--- config.mk ---
export PLATFORM = sky130hd
export DESIGN_NAME = aon_pmu
export DESIGN_NICKNAME = d
export VERILOG_FILES = /design/src/rtl/aon_pkg.sv /design/src/rtl/aon_sync.sv /design/src/rtl/aon_pmu.sv
export SDC_FILE = /design/constraint.sdc
export NUM_CORES = 1
export LEC_CHECK = 0
export CORE_MARGIN = 4
export CORE_UTILIZATION = 64
export DETAILED_ROUTE_END_ITERATION = 10
export DONT_BUFFER_PORTS = 1
export GPL_ROUTABILITY_DRIVEN = 0
export PLACE_DENSITY = 0.8
export SLEW_MARGIN = 20
export SYNTH_ARGS = -nofsm -noshare
export SYNTH_HDL_FRONTEND = slang
export SYNTH_SLANG_ARGS = --single-unit
--- constraint.sdc ---
create_clock -name clk -period 3.2 [get_ports clk]
set_clock_uncertainty 0.05 [all_clocks]
set_input_delay 0.32 -clock clk [delete_from_list [all_inputs] [get_ports clk]]
set_output_delay 0.32 -clock clk [all_outputs]
set_load 0.02 [all_outputs]
--- src/rtl/aon_pkg.sv ---
// Shared types and default timing for the always-on power-management unit.
package aon_pkg;

    localparam int unsigned ST_W = 3;

    typedef enum logic [ST_W-1:0] {
        StRun,
        StIsoOn,
        StSleep,
        StPwrUp,
        StIsoOff
    } pmu_state_e;

    localparam int unsigned DEF_DLY_ISO = 4;
    localparam int unsigned DEF_DLY_PWR = 16;

endpackage

--- src/rtl/aon_sync.sv ---
// Two-flop synchroniser for asynchronous level inputs into the always-on clock domain.
module aon_sync #(
    parameter int unsigned W = 1
) (
    input  logic         clk,
    input  logic         rst,
    input  logic [W-1:0] d,
    output logic [W-1:0] q
);

    logic [W-1:0] meta;

    always_ff @(posedge clk or posedge rst) begin
        if (rst) begin
            meta <= '0;
            q    <= '0;
        end else begin
            meta <= d;
            q    <= meta;
        end
    end

endmodule

--- src/rtl/aon_pmu.sv ---
// Always-on PMU: free-running RTC with sticky alarm, plus a sleep sequencer that orders
// isolation and power-down of switchable domains and restores them on a wake event.
module aon_pmu
    import aon_pkg::*;
#(
    parameter int unsigned RTC_W   = 48,
    parameter int unsigned N_PD    = 2,
    parameter int unsigned N_WAKE  = 4,
    parameter int unsigned DLY_ISO = DEF_DLY_ISO,
    parameter int unsigned DLY_PWR = DEF_DLY_PWR
) (
    input  logic              clk,
    input  logic              rst,
    input  logic              rtc_en,
    input  logic              rtc_ld,
    input  logic [RTC_W-1:0]  rtc_ld_val,
    output logic [RTC_W-1:0]  rtc,
    input  logic              alarm_en,
    input  logic [RTC_W-1:0]  alarm_val,
    input  logic              alarm_clr,
    output logic              alarm_irq,
    input  logic              sleep_req,
    input  logic [N_PD-1:0]   pd_mask,
    input  logic [N_WAKE-1:0] wake_ext,
    input  logic [N_WAKE-1:0] wake_mask,
    output logic [N_PD-1:0]   pd,
    output logic [N_PD-1:0]   iso,
    output logic              ready,
    output logic              sleeping,
    output logic [N_WAKE:0]   wake_cause
);

    localparam int unsigned DLY_MAX = (DLY_ISO > DLY_PWR) ? DLY_ISO : DLY_PWR;
    localparam int unsigned CNT_W   = (DLY_MAX > 1) ? $clog2(DLY_MAX) : 1;
    localparam logic [CNT_W-1:0] CNT_ISO = CNT_W'(DLY_ISO - 1);
    localparam logic [CNT_W-1:0] CNT_PWR = CNT_W'(DLY_PWR - 1);

    pmu_state_e        state;
    logic [CNT_W-1:0]  cnt;
    logic [N_PD-1:0]   msk;
    logic [N_WAKE-1:0] wake_s;
    logic              match;
    logic [N_WAKE:0]   cause_now;
    logic              any_wake;

    aon_sync #(
        .W (N_WAKE)
    ) u_wake_sync (
        .clk (clk),
        .rst (rst),
        .d   (wake_ext),
        .q   (wake_s)
    );

    assign match     = alarm_en && (rtc == alarm_val);
    assign cause_now = {match, wake_s & wake_mask};
    assign any_wake  = |cause_now;
    assign ready     = (state == StRun);
    assign sleeping  = (state == StSleep);

    always_ff @(posedge clk or posedge rst) begin
        if (rst) begin
            rtc       <= '0;
            alarm_irq <= 1'b0;
        end else begin
            if (rtc_ld) begin
                rtc <= rtc_ld_val;
            end else if (rtc_en) begin
                rtc <= rtc + RTC_W'(1);
            end
            // A fresh match outranks a simultaneous clear so no alarm is lost.
            if (match) begin
                alarm_irq <= 1'b1;
            end else if (alarm_clr) begin
                alarm_irq <= 1'b0;
            end
        end
    end

    always_ff @(posedge clk or posedge rst) begin
        if (rst) begin
            state      <= StRun;
            cnt        <= '0;
            msk        <= '0;
            pd         <= '0;
            iso        <= '0;
            wake_cause <= '0;
        end else begin
            case (state)
                StRun: begin
                    if (sleep_req && (pd_mask != '0)) begin
                        msk        <= pd_mask;
                        iso        <= pd_mask;
                        wake_cause <= '0;
                        cnt        <= CNT_ISO;
                        state      <= StIsoOn;
                    end
                end
                StIsoOn: begin
                    // A wake that lands while isolating aborts before any domain loses power.
                    if (any_wake) begin
                        wake_cause <= cause_now;
                        iso        <= '0;
                        cnt        <= CNT_ISO;
                        state      <= StIsoOff;
                    end else if (cnt == '0) begin
                        pd    <= msk;
                        state <= StSleep;
                    end else begin
                        cnt <= cnt - CNT_W'(1);
                    end
                end
                StSleep: begin
                    if (any_wake) begin
                        wake_cause <= cause_now;
                        pd         <= '0;
                        cnt        <= CNT_PWR;
                        state      <= StPwrUp;
                    end
                end
                StPwrUp: begin
                    if (cnt == '0) begin
                        iso   <= '0;
                        cnt   <= CNT_ISO;
                        state <= StIsoOff;
                    end else begin
                        cnt <= cnt - CNT_W'(1);
                    end
                end
                StIsoOff: begin
                    if (cnt == '0) begin
                        state <= StRun;
                    end else begin
                        cnt <= cnt - CNT_W'(1);
                    end
                end
                default: state <= StRun;
            endcase
        end
    end

endmodule

==> flow_metrics.tcl, run 1 <==
set metrics [dict create \
    status "complete, no violations" \
    vdd_drop_max_mv 0.395 \
    crit_fanout 8 \
    slew_violations 0 \
    path_clk_slew_ns 0.08 \
    rows 30 \
    vias 4033 \
    syn_to_final_growth_pct 9.49 \
    antenna_cells 0 \
    setup_tns_ns 0 \
    grt_max_degree 93 \
    reg2reg_slack_ns 0.40 \
    ys_seq_area_share_pct 41.0 \
    die_w_um 92.5 \
    cts_sinks 75 \
    die-area_mm2 0.00856 \
    clock_latency_ns 0.35 \
    synthFlopType "dfrtp_1" \
    p_seq_share_pct 47.8 \
    drc 0 \
    setup_viol_count_final 0 \
    placed_area_mm2 0.00473 \
    power.density_mw_per_mm2 578 \
    final_area_mm2 0.00501 \
    hold_buffers 5 \
    grt_pass1_wl_um 20900 \
    finalCritPeriodShare_pct 87.4 \
    async_flop_share_pct 100 \
    ys_top_cells_by_count "86 x nand2_1, 75 x dfrtp_1, 59 x xnor2_1, 47 x o21ai_0, 29 x xor2_1" \
    pin_count 173 \
    io_buffers 0 \
    die_y_um 92.5 \
    finalCriticalPeriod_ns 2.80 \
    setup_ws_ns 0.404 \
    h-tree-depth 3 \
    synth.most_common_cell "nand2_1" \
    end_kind "flop" \
    grt_overflow 0 \
    start_kind "flop" \
    pre_cts_ws_ns 0.478 \
    yosys.cell_types.count 49 \
    cts_tree "built" \
    dpl.hpwl_um 10200 \
    initial_utilization_pct 66.6 \
    internal-power_w 0.00183 \
    yosys-top-cells-area "dfrtp_1 41%, xnor2_1 11%, nand2_1 7.1%" \
    nets 644 \
    yosysWarnings 0 \
    cp.arrival_ns 2.99 \
    ant_nets 0 \
    wl_per_cell_um 21.1 \
    crit_type "flop to flop" \
    n_fill_cell 537 \
    drtIter0Drc 479 \
    root_buffer "clkbuf_8" \
    antenna_found_initial 0 \
    p_comb_share_pct 23.7 \
    fmax_mhz 358 \
    p_sw_share_pct 36.8 \
    synth.largest_area_cell "dfrtp_1" \
    routed_via_density 6.41 \
    relSlewSlack_pct 48.0 \
    maxCapViolations 0 \
    cts_setup_buffers 0 \
    p_sw_w 0.00106 \
    required_ns 3.40 \
    syn_area_mm2 0.00457 \
    fin_util_pct 72.9 \
    grt_pass1_vias 3884 \
    p_clk_share_pct 28.5 \
    synth.top_cell.area_share_pct 41.0 \
    leakagePower_nw 2.02 \
    hold_path_class "primary input to flop" \
    drive_gt1_share_pct 8.63 \
    synth_cells 519 \
    post_cts_resized 0 \
    syn-mean-instance-area_um2 8.81 \
    ys_ff_latch 75 \
    syn_nets 635 \
    worstMarginPinSlew_ns 0.779 \
    dr.pass1.iters 6 \
    cts_made_buffers 9 \
    grt_util_all_layers_pct 31.5 \
    hold_viol_final 0 \
    synth_edf_count 0 \
    wirelength_um 13300 \
    core_area_mm2 0.00687 \
    clk_path_buf_depth 2 \
    rsz0062_at_grt "no" \
]
[per-stage QoR]
step / hold WS, ns / std cells / power, W
after CTS: 0.0160 / 629 / 0.00289
after global placement: 0.282 / 608 / 0.00203
after detailed placement: 0.285 / 608 / 0.00206
after floorplan: 0.281 / 519 / 0.00188
after global routing: 0.00826 / 629 / 0.00304
final: 0.0241 / 629 / 0.00289
[critical path: stages, from the launching register on]
cell and delay (ns):
dfrtp_1 0.52, xnor2_1 0.27, nand4_1 0.16, nor4_1 0.46, nand4_2 0.27, and2_4 0.28
a221oi_4 0.35, mux2_4 0.33
[metal layers]
| layer | routed length, um | up-vias | track usage [%] |
|---|---|---|---|
| met5 | 0 | - | 0 |
| met4 | 267 | 0 | 8.66 |
| met3 | 1610 | 31 | 12.5 |
| met2 | 6100 | 283 | 49.3 |
| met1 | 5330 | 1899 | 40.8 |
| li1 | - | 1820 | - |
[layout make-up]
class                           instances  area [um^2]  area share, %
Multi-Input combinational cell        400         2520           50.4
Clock buffer                            9          124           2.47
Tap cell                               96          120           2.40
Inverter                               21         78.8           1.57
Timing Repair Buffer                   21          183           3.65
Sequential cell                        75         1880           37.5
Clock inverter                          7          101           2.02
[registers in the layout (all words and copies together) (netlist names)]
name and cells:
alarm_irq 1, cnt 4, rtc 48, pd 2, u_wake_sync.meta 4, msk 2
u_wake_sync.q 4, state 3, wake_cause 5, iso 2
[power groups by stage]
stage	Sequential, W	Clock (W)	Combinational [W]
3_3_place_gp	0.00139	0	0.000644
5_1_grt	0.00140	0.000879	0.000754
2_1_floorplan	0.00135	0	0.000529
6_report	0.00138	0.000825	0.000686
4_1_cts	0.00138	0.000832	0.000677
3_5_place_dp	0.00140	0	0.000664
[worst paths after layout]
path | startpoint | endpoint | depth (start not counted)
max in group asynchronous | rst | rtc[27] | 3
hold / removal | rtc_ld | rtc[28] | 1
hold reg to reg | u_wake_sync.meta[1] | u_wake_sync.q[1] | 0
min in group asynchronous | rst | u_wake_sync.meta[1] | 2
setup / recovery | rtc[28] | cnt[3] | 7
setup reg to reg | rtc[28] | cnt[3] | 7
[logic make-up (layout without fill, tap and decap cells)]
family,Yosys count,in the layout,synth area share (%)
XOR/XNOR,88,88,16.9
flip-flops,75,75,41.0
multiplexers,7,7,1.75
adder cells (fa/ha/maj),3,3,0.821
buffers and inverters,44,58,3.78
AO/OA/AOI/OAI,91,91,13.1
AND/OR/NAND/NOR,211,211,22.7
[cell usage in the layout, fill, tap and decap left out, types with 3 or more instances in the layout]
master,synthesis,routed
nand2_1,86,86
dfrtp_1,75,75
xnor2_1,59,59
o21ai_0,47,47
xor2_1,29,29
nor2_1,26,26
nand3_1,25,25
nand4_1,24,24
inv_1,21,20
buf_4,0,15
nor3_1,11,11
and4_1,10,10
and3_1,10,10
a21oi_1,9,9
clkbuf_8,0,9
nor2b_1,5,5
dlygate4sd3_1,0,5
nand2b_1,4,4
o221ai_1,4,4
o211ai_1,4,4
mux2_2,4,4
a2bb2o_1,4,4
nor4_1,3,3
ha_1,3,3
Note: power is estimated with default switching activity, not from simulation.
==> run 2: changes to the inputs <==
ABC_AREA = 1   (was default)
CORE_UTILIZATION = 65   (was 64)
PLACE_DENSITY = 0.81   (was 0.8)
TNS_END_PERCENT = 1   (was default)
==> run 2 against run 1 <==
Compared with the run above:
- via count increased by 33%
- routed wire length increased by 24%
- total power increased by 13%
- flip-flop and latch count unchanged
- utilization decreased by 0.22 points
- cell count increased by 42%
- critical path depth increased by 1
- synthesized area increased by 16%
- synthesized cell count increased by 50%
- sequential power increased by 3%
- first-iteration DRC count increased by 13%
- clock-buffer cell count increased by 1
==> flow_metrics.tcl, run 2 <==
set metrics [dict create \
    rsz0062_at_grt "no" \
    dpl.hpwl_um 12700 \
    die_w_um 98.4 \
    post_cts_resized 0 \
    setup_tns_ns 0 \
    start_kind "flop" \
    layout_common_cells "280 x nand2_1, 108 x inv_1, 81 x nor2_1, 75 x dfrtp_1, 45 x xor2_1" \
    drc 0 \
    cts_made_buffers 9 \
    cp_num_buf_inv 0 \
    synth_cells 780 \
    crit_end "rtc[40]" \
    largest-register "rtc" \
    drtIter0Drc 540 \
    crit_slowest_cell "dfrtp_1" \
    path_clk_slew_ns 0.09 \
    synth_compound_area_share_pct 10.1 \
    worstMarginPinSlew_ns 0.839 \
    worstSetupStartpoint "rtc[1]" \
    hold_path_class "primary input to flop" \
    vias 5347 \
    synth_xor_area_share_pct 8.74 \
    initial_utilization_pct 67.7 \
    grt_max_degree 76 \
    hold_viol_final 0 \
    syn_to_final_growth_pct 7.35 \
    pin_count 173 \
    largest_register_ffs 48 \
    synth.largest_area_cell "dfrtp_1" \
    antenna_cells 0 \
    synth_top_family_by_area "simple AND/OR/NAND/NOR gates" \
    ys_ff_latch 75 \
    cts_tree "built" \
    grt_overflow 0 \
    synthFlopType "dfrtp_1" \
    final_common_cell "nand2_1" \
    crit_type "flop to flop" \
    synthMuxAreaShare_pct 0 \
    holdPathStages 1 \
    yosysWarnings 0 \
    ys_seq_area_share_pct 35.3 \
    synth_edf_count 0 \
    maxCapViolations 0 \
    cpLargestDelayFamily "simple AND/OR/NAND/NOR gates" \
    wl_per_cell_um 18.5 \
    routed_via_density 5.99 \
    rows 32 \
    hold_start "alarm_clr" \
    crit_fanout 6 \
    cp_cell_sequence "ha_1 -> nand4_1 -> nor2_1 -> nand3_1 -> nor2_1 -> nand3_1 -> xor2_1 -> o211ai_1" \
    ys_top_cells_by_count "280 x nand2_1, 109 x inv_1, 81 x nor2_1, 75 x dfrtp_1, 45 x xor2_1" \
    end_kind "flop" \
    grt_pass1_wl_um 26200 \
    finalCritPeriodShare_pct 74.9 \
    h-tree-depth 3 \
    antenna_found_initial 0 \
    required_ns 3.43 \
    async_flop_share_pct 100 \
    placed_area_mm2 0.00542 \
    yosys-top-cells-area "dfrtp_1 35%, nand2_1 20%, inv_1 7.7%" \
    clk_path_buf_depth 2 \
    vdd_drop_max_mv 0.361 \
    finalCriticalPeriod_ns 2.40 \
    top_regs "rtc (48), wake_cause (5)" \
    nets 901 \
    clock_latency_ns 0.37 \
    yosys.cell_types.count 37 \
    relSlewSlack_pct 44.0 \
    leakagePower_nw 2.89 \
    synth.most_common_cell "nand2_1" \
    regToRegStartpoint "rtc[1]" \
    cp.arrival_ns 2.63 \
    wirelength_um 16500 \
    syn_nets 896 \
    root_buffer "clkbuf_8" \
    reg2reg_slack_ns 0.80 \
    syn_area_mm2 0.00531 \
    synthAdderAreaFrac_pct 0.707 \
    power.density_mw_per_mm2 572 \
    max_stage_delay_ns 0.57 \
    drive_gt1_share_pct 5.70 \
    synth.top_cell.area_share_pct 35.3 \
    core_area_mm2 0.00785 \
    slew_violations 0 \
    synthSimpleGateAreaFrac_pct 36.3 \
    setup_viol_count_final 0 \
    fmax_mhz 417 \
    die-area_mm2 0.00968 \
    io_buffers 0 \
    cts_sinks 75 \
    final_area_mm2 0.00570 \
    status "complete, no violations" \
    die_y_um 98.4 \
    ant_nets 0 \
    syn-mean-instance-area_um2 6.81 \
    fin_util_pct 72.7 \
    dr.pass1.iters 6 \
    worstRegToRegCells 8 \
    grt_pass1_vias 5220 \
    critical_path_depth 8 \
    reg2reg_to "rtc[40]" \
    n_fill_cell 674 \
    grt_util_all_layers_pct 34.1 \
]
[run 2: power by group]
group          switching (W)  internal, W
registers           0.000323      0.00110
logic               0.000640     0.000320
clock network       0.000410     0.000470
[run 2: kinds of logic (layout without fill, tap and decap cells)]
kind of cell             Yosys count  after routing
AND/OR/NAND/NOR                  446            446
buffers and inverters            124            134
AO/OA/AOI/OAI                     79             79
flip-flops                        75             75
XOR/XNOR                          53             53
adder cells (fa/ha/maj)            3              3
[run 2: stage by stage]
| stage | total power (W) | std cells | hold WS [ns] | setup WS (ns) |
|---|---|---|---|---|
| after global routing | 0.00347 | 892 | 0.0130 | 0.650 |
| after detailed placement | 0.00236 | 871 | 0.285 | 0.902 |
| final | 0.00326 | 892 | 0.00909 | 0.805 |
| after CTS | 0.00324 | 892 | 0.00172 | 0.877 |
| after global placement | 0.00232 | 871 | 0.276 | 0.984 |
| after floorplan | 0.00211 | 780 | 0.281 | 0.920 |
[run 2: how the worst min path moves through the flow]
stage               slack, ns             endpoint
floorplan                0.28     u_wake_sync.q[0]
global placement         0.28  u_wake_sync.meta[3]
detailed placement       0.29  u_wake_sync.meta[2]
CTS                     0.002            alarm_irq
global route             0.01            alarm_irq
finish                  0.009            alarm_irq
[run 2: area by class of cell]
class | count | area [um^2] | share of cell area [%]
multi-input combinational | 581 | 2970 | 52.0
sequential | 75 | 1880 | 32.9
inverter | 110 | 413 | 7.24
clock buffer | 10 | 138 | 2.41
tap | 102 | 128 | 2.24
clock inverter | 6 | 96.3 | 1.69
timing repair buffer | 8 | 85.1 | 1.49
[run 2: worst reg2reg max path, delay by kind of cell (launching register included)]
kind / cells / cell delay, ns
adder cells (fa/ha/maj): 1 / 0.28
flip-flops: 1 / 0.57
XOR/XNOR: 1 / 0.16
AO/OA/AOI/OAI: 1 / 0.18
AND/OR/NAND/NOR: 5 / 1.07
[run 2: timing repair]
item | in CTS | in global routing
hold buffers | 5 | 0
setup endpoints to repair | 0 | 0
buffers inserted | 0 | 0
endpoints found under the hold margin | 79 | 0
[run 2: routing by layer]
metal | GRT usage, % | part of all wire, % | up-vias
li1 | - | - | 2484
met1 | 44.9 | 39 | 2456
met2 | 51.8 | 45 | 352
met3 | 11.1 | 12 | 55
met4 | 14.4 | 3.7 | 0
met5 | 0 | 0 | -
==> run 3: changes to the inputs <==
CORE_UTILIZATION = 58   (was 65)
PLACE_DENSITY = 0.76   (was 0.81)
clock period = 2.2 ns   (was 3.2 ns; I/O delays follow)
==> run 3 against run 2 <==
Compared with the run above:
- the run now ends with negative hold slack left
- flip-flop and latch count is the same
- combinational power grew 97%
- critical path depth grew 6
- first-iteration DRC count grew 25%
- clock-buffer cell count shrank 1
- via count grew 12%
- sequential share of layout area shrank 5.0 points
==> flow_metrics.tcl, run 3 (synthesis results as in run 2) <==
set metrics [dict create \
    setup_ws_ns 0.155 \
    cp.arrival_ns 2.28 \
    largest-register "rtc" \
    wirelength_um 19100 \
    rsz0062_at_grt "no" \
    setup_tns_ns 0 \
    die_w_um 104 \
    fin_util_pct 76.8 \
    syn_to_final_growth_pct 27.3 \
    grt_max_degree 37 \
    setup_viol_count_final 0 \
    leakagePower_nw 3.41 \
    placed_area_mm2 0.00583 \
    nets 1017 \
    grt_pass1_wl_um 30400 \
    slew_violations 0 \
    vias 5962 \
    antenna_cells 0 \
    crit_type "flop to flop" \
    die-area_mm2 0.0108 \
    end_kind "flop" \
    root_buffer "clkbuf_8" \
    pre_cts_ws_ns 0.108 \
    cts_tree "built" \
    power.density_mw_per_mm2 749 \
    wl_per_cell_um 18.8 \
    final_common_cell "nand2_1" \
    drive_gt1_share_pct 12.6 \
    h-tree-depth 3 \
    hold-worst-slack_ns -0.00171 \
    clk_path_buf_depth 2 \
    die_y_um 104 \
    vdd_drop_max_mv 0.602 \
    grt_util_all_layers_pct 35.3 \
    hold_path_class "primary input to flop" \
    fmax_mhz 489 \
    routed_via_density 5.88 \
    worstMarginPinSlew_ns 0.952 \
    status "complete, but fails checks" \
    initial_utilization_pct 60.3 \
    n_fill_cell 652 \
    core_area_mm2 0.00881 \
    fin_cells 1014 \
    dpl.hpwl_um 13700 \
    finalCriticalPeriod_ns 2.05 \
    crit_fanout 6 \
    relSlewSlack_pct 36.4 \
    dp.cells 931 \
    path_clk_slew_ns 0.09 \
    violations "negative hold slack" \
    maxCapViolations 0 \
    dr.pass1.iters 6 \
    cts_made_buffers 9 \
    clock_latency_ns 0.37 \
    ant_nets 0 \
    final_area_mm2 0.00676 \
    layout_common_cells "280 x nand2_1, 108 x inv_1, 76 x nor2_1, 68 x dfrtp_1, 64 x dlygate4sd3_1" \
    hold_viol_final 1 \
    cts_sinks 75 \
    top_regs "rtc (48), wake_cause (5)" \
    io_buffers 0 \
    finalCritPeriodShare_pct 93.0 \
    rows 34 \
    required_ns 2.44 \
    antenna_found_initial 1 \
    largest_register_ffs 48 \
    grt_pass1_vias 5943 \
    start_kind "flop" \
    drc 0 \
    drtIter0Drc 677 \
    pin_count 173 \
    grt_overflow 0 \
]
-- run 3: final cells by class --
type,instances,area (um^2),share of cell area (%)
Tap cell,108,135,2.00
Clock buffer,9,124,1.83
Sequential cell,75,1890,27.9
Timing Repair Buffer,124,1120,16.5
Multi-Input combinational cell,581,2980,44.1
Clock inverter,7,109,1.61
Inverter,110,413,6.11
-- run 3: where the power goes --
group,switching [W],leakage (nW),internal [W]
combinational,0.00121,2.38,0.000677
clock,0.000621,0.118,0.000663
sequential,0.000288,0.912,0.00161
total,0.00212,3.41,0.00295
-- run 3: repair_timing --
| action | in CTS | in global routing |
|---|---|---|
| hold buffers | 65 | 0 |
| hold endpoints to repair | 86 | 0 |
| buffers inserted | 0 | 2 |
| resized for setup | 0 | 11 |
| endpoints found under the setup margin | 0 | 13 |
-- run 3: per-stage QoR --
stage | hold WS, ns | total power [W]
final | -0.00171 | 0.00506
after floorplan | 0.201 | 0.00307
after detailed placement | 0.172 | 0.00361
after global routing | 0.00390 | 0.00535
after CTS | 0.00100 | 0.00499
after global placement | 0.165 | 0.00354
-- run 3: final timing paths --
kind                            slack [ns]                  end  cells past startpoint                 from
worst max-delay path                  0.15                pd[1]                     14              rtc[12]
worst min-delay path                -0.002              rtc[36]                      2       rtc_ld_val[36]
worst max register to register        0.15                pd[1]                     14              rtc[12]
worst min register to register        0.29     u_wake_sync.q[3]                      0  u_wake_sync.meta[3]
max in group asynchronous             1.02              rtc[17]                      3                  rst
min in group asynchronous             0.33  u_wake_sync.meta[2]                      2                  rst
-- run 3: per-layer routing --
metal  up-vias  track usage (%)  share of wire [%]
met5         -                0                  0
met4         0             16.2                5.1
met3        80             11.2                 13
met2       444             55.5                 44
met1      2719             44.6                 37
li1       2719                -                  -
-- run 3: critical path, stage by stage, from the launching register on --
cell and delay [ns]:
dfrtp_1 0.43, buf_4 0.18, nand2_1 0.06, nand2_1 0.05, nor2_1 0.07, nand2_1 0.08, nor2_1 0.16, nand2_1 0.07
nor2_1 0.12, nand2_2 0.13, nand2_1 0.13, nand2_1 0.14, nand3b_2 0.17, nand2_1 0.06, o21ai_0 0.07
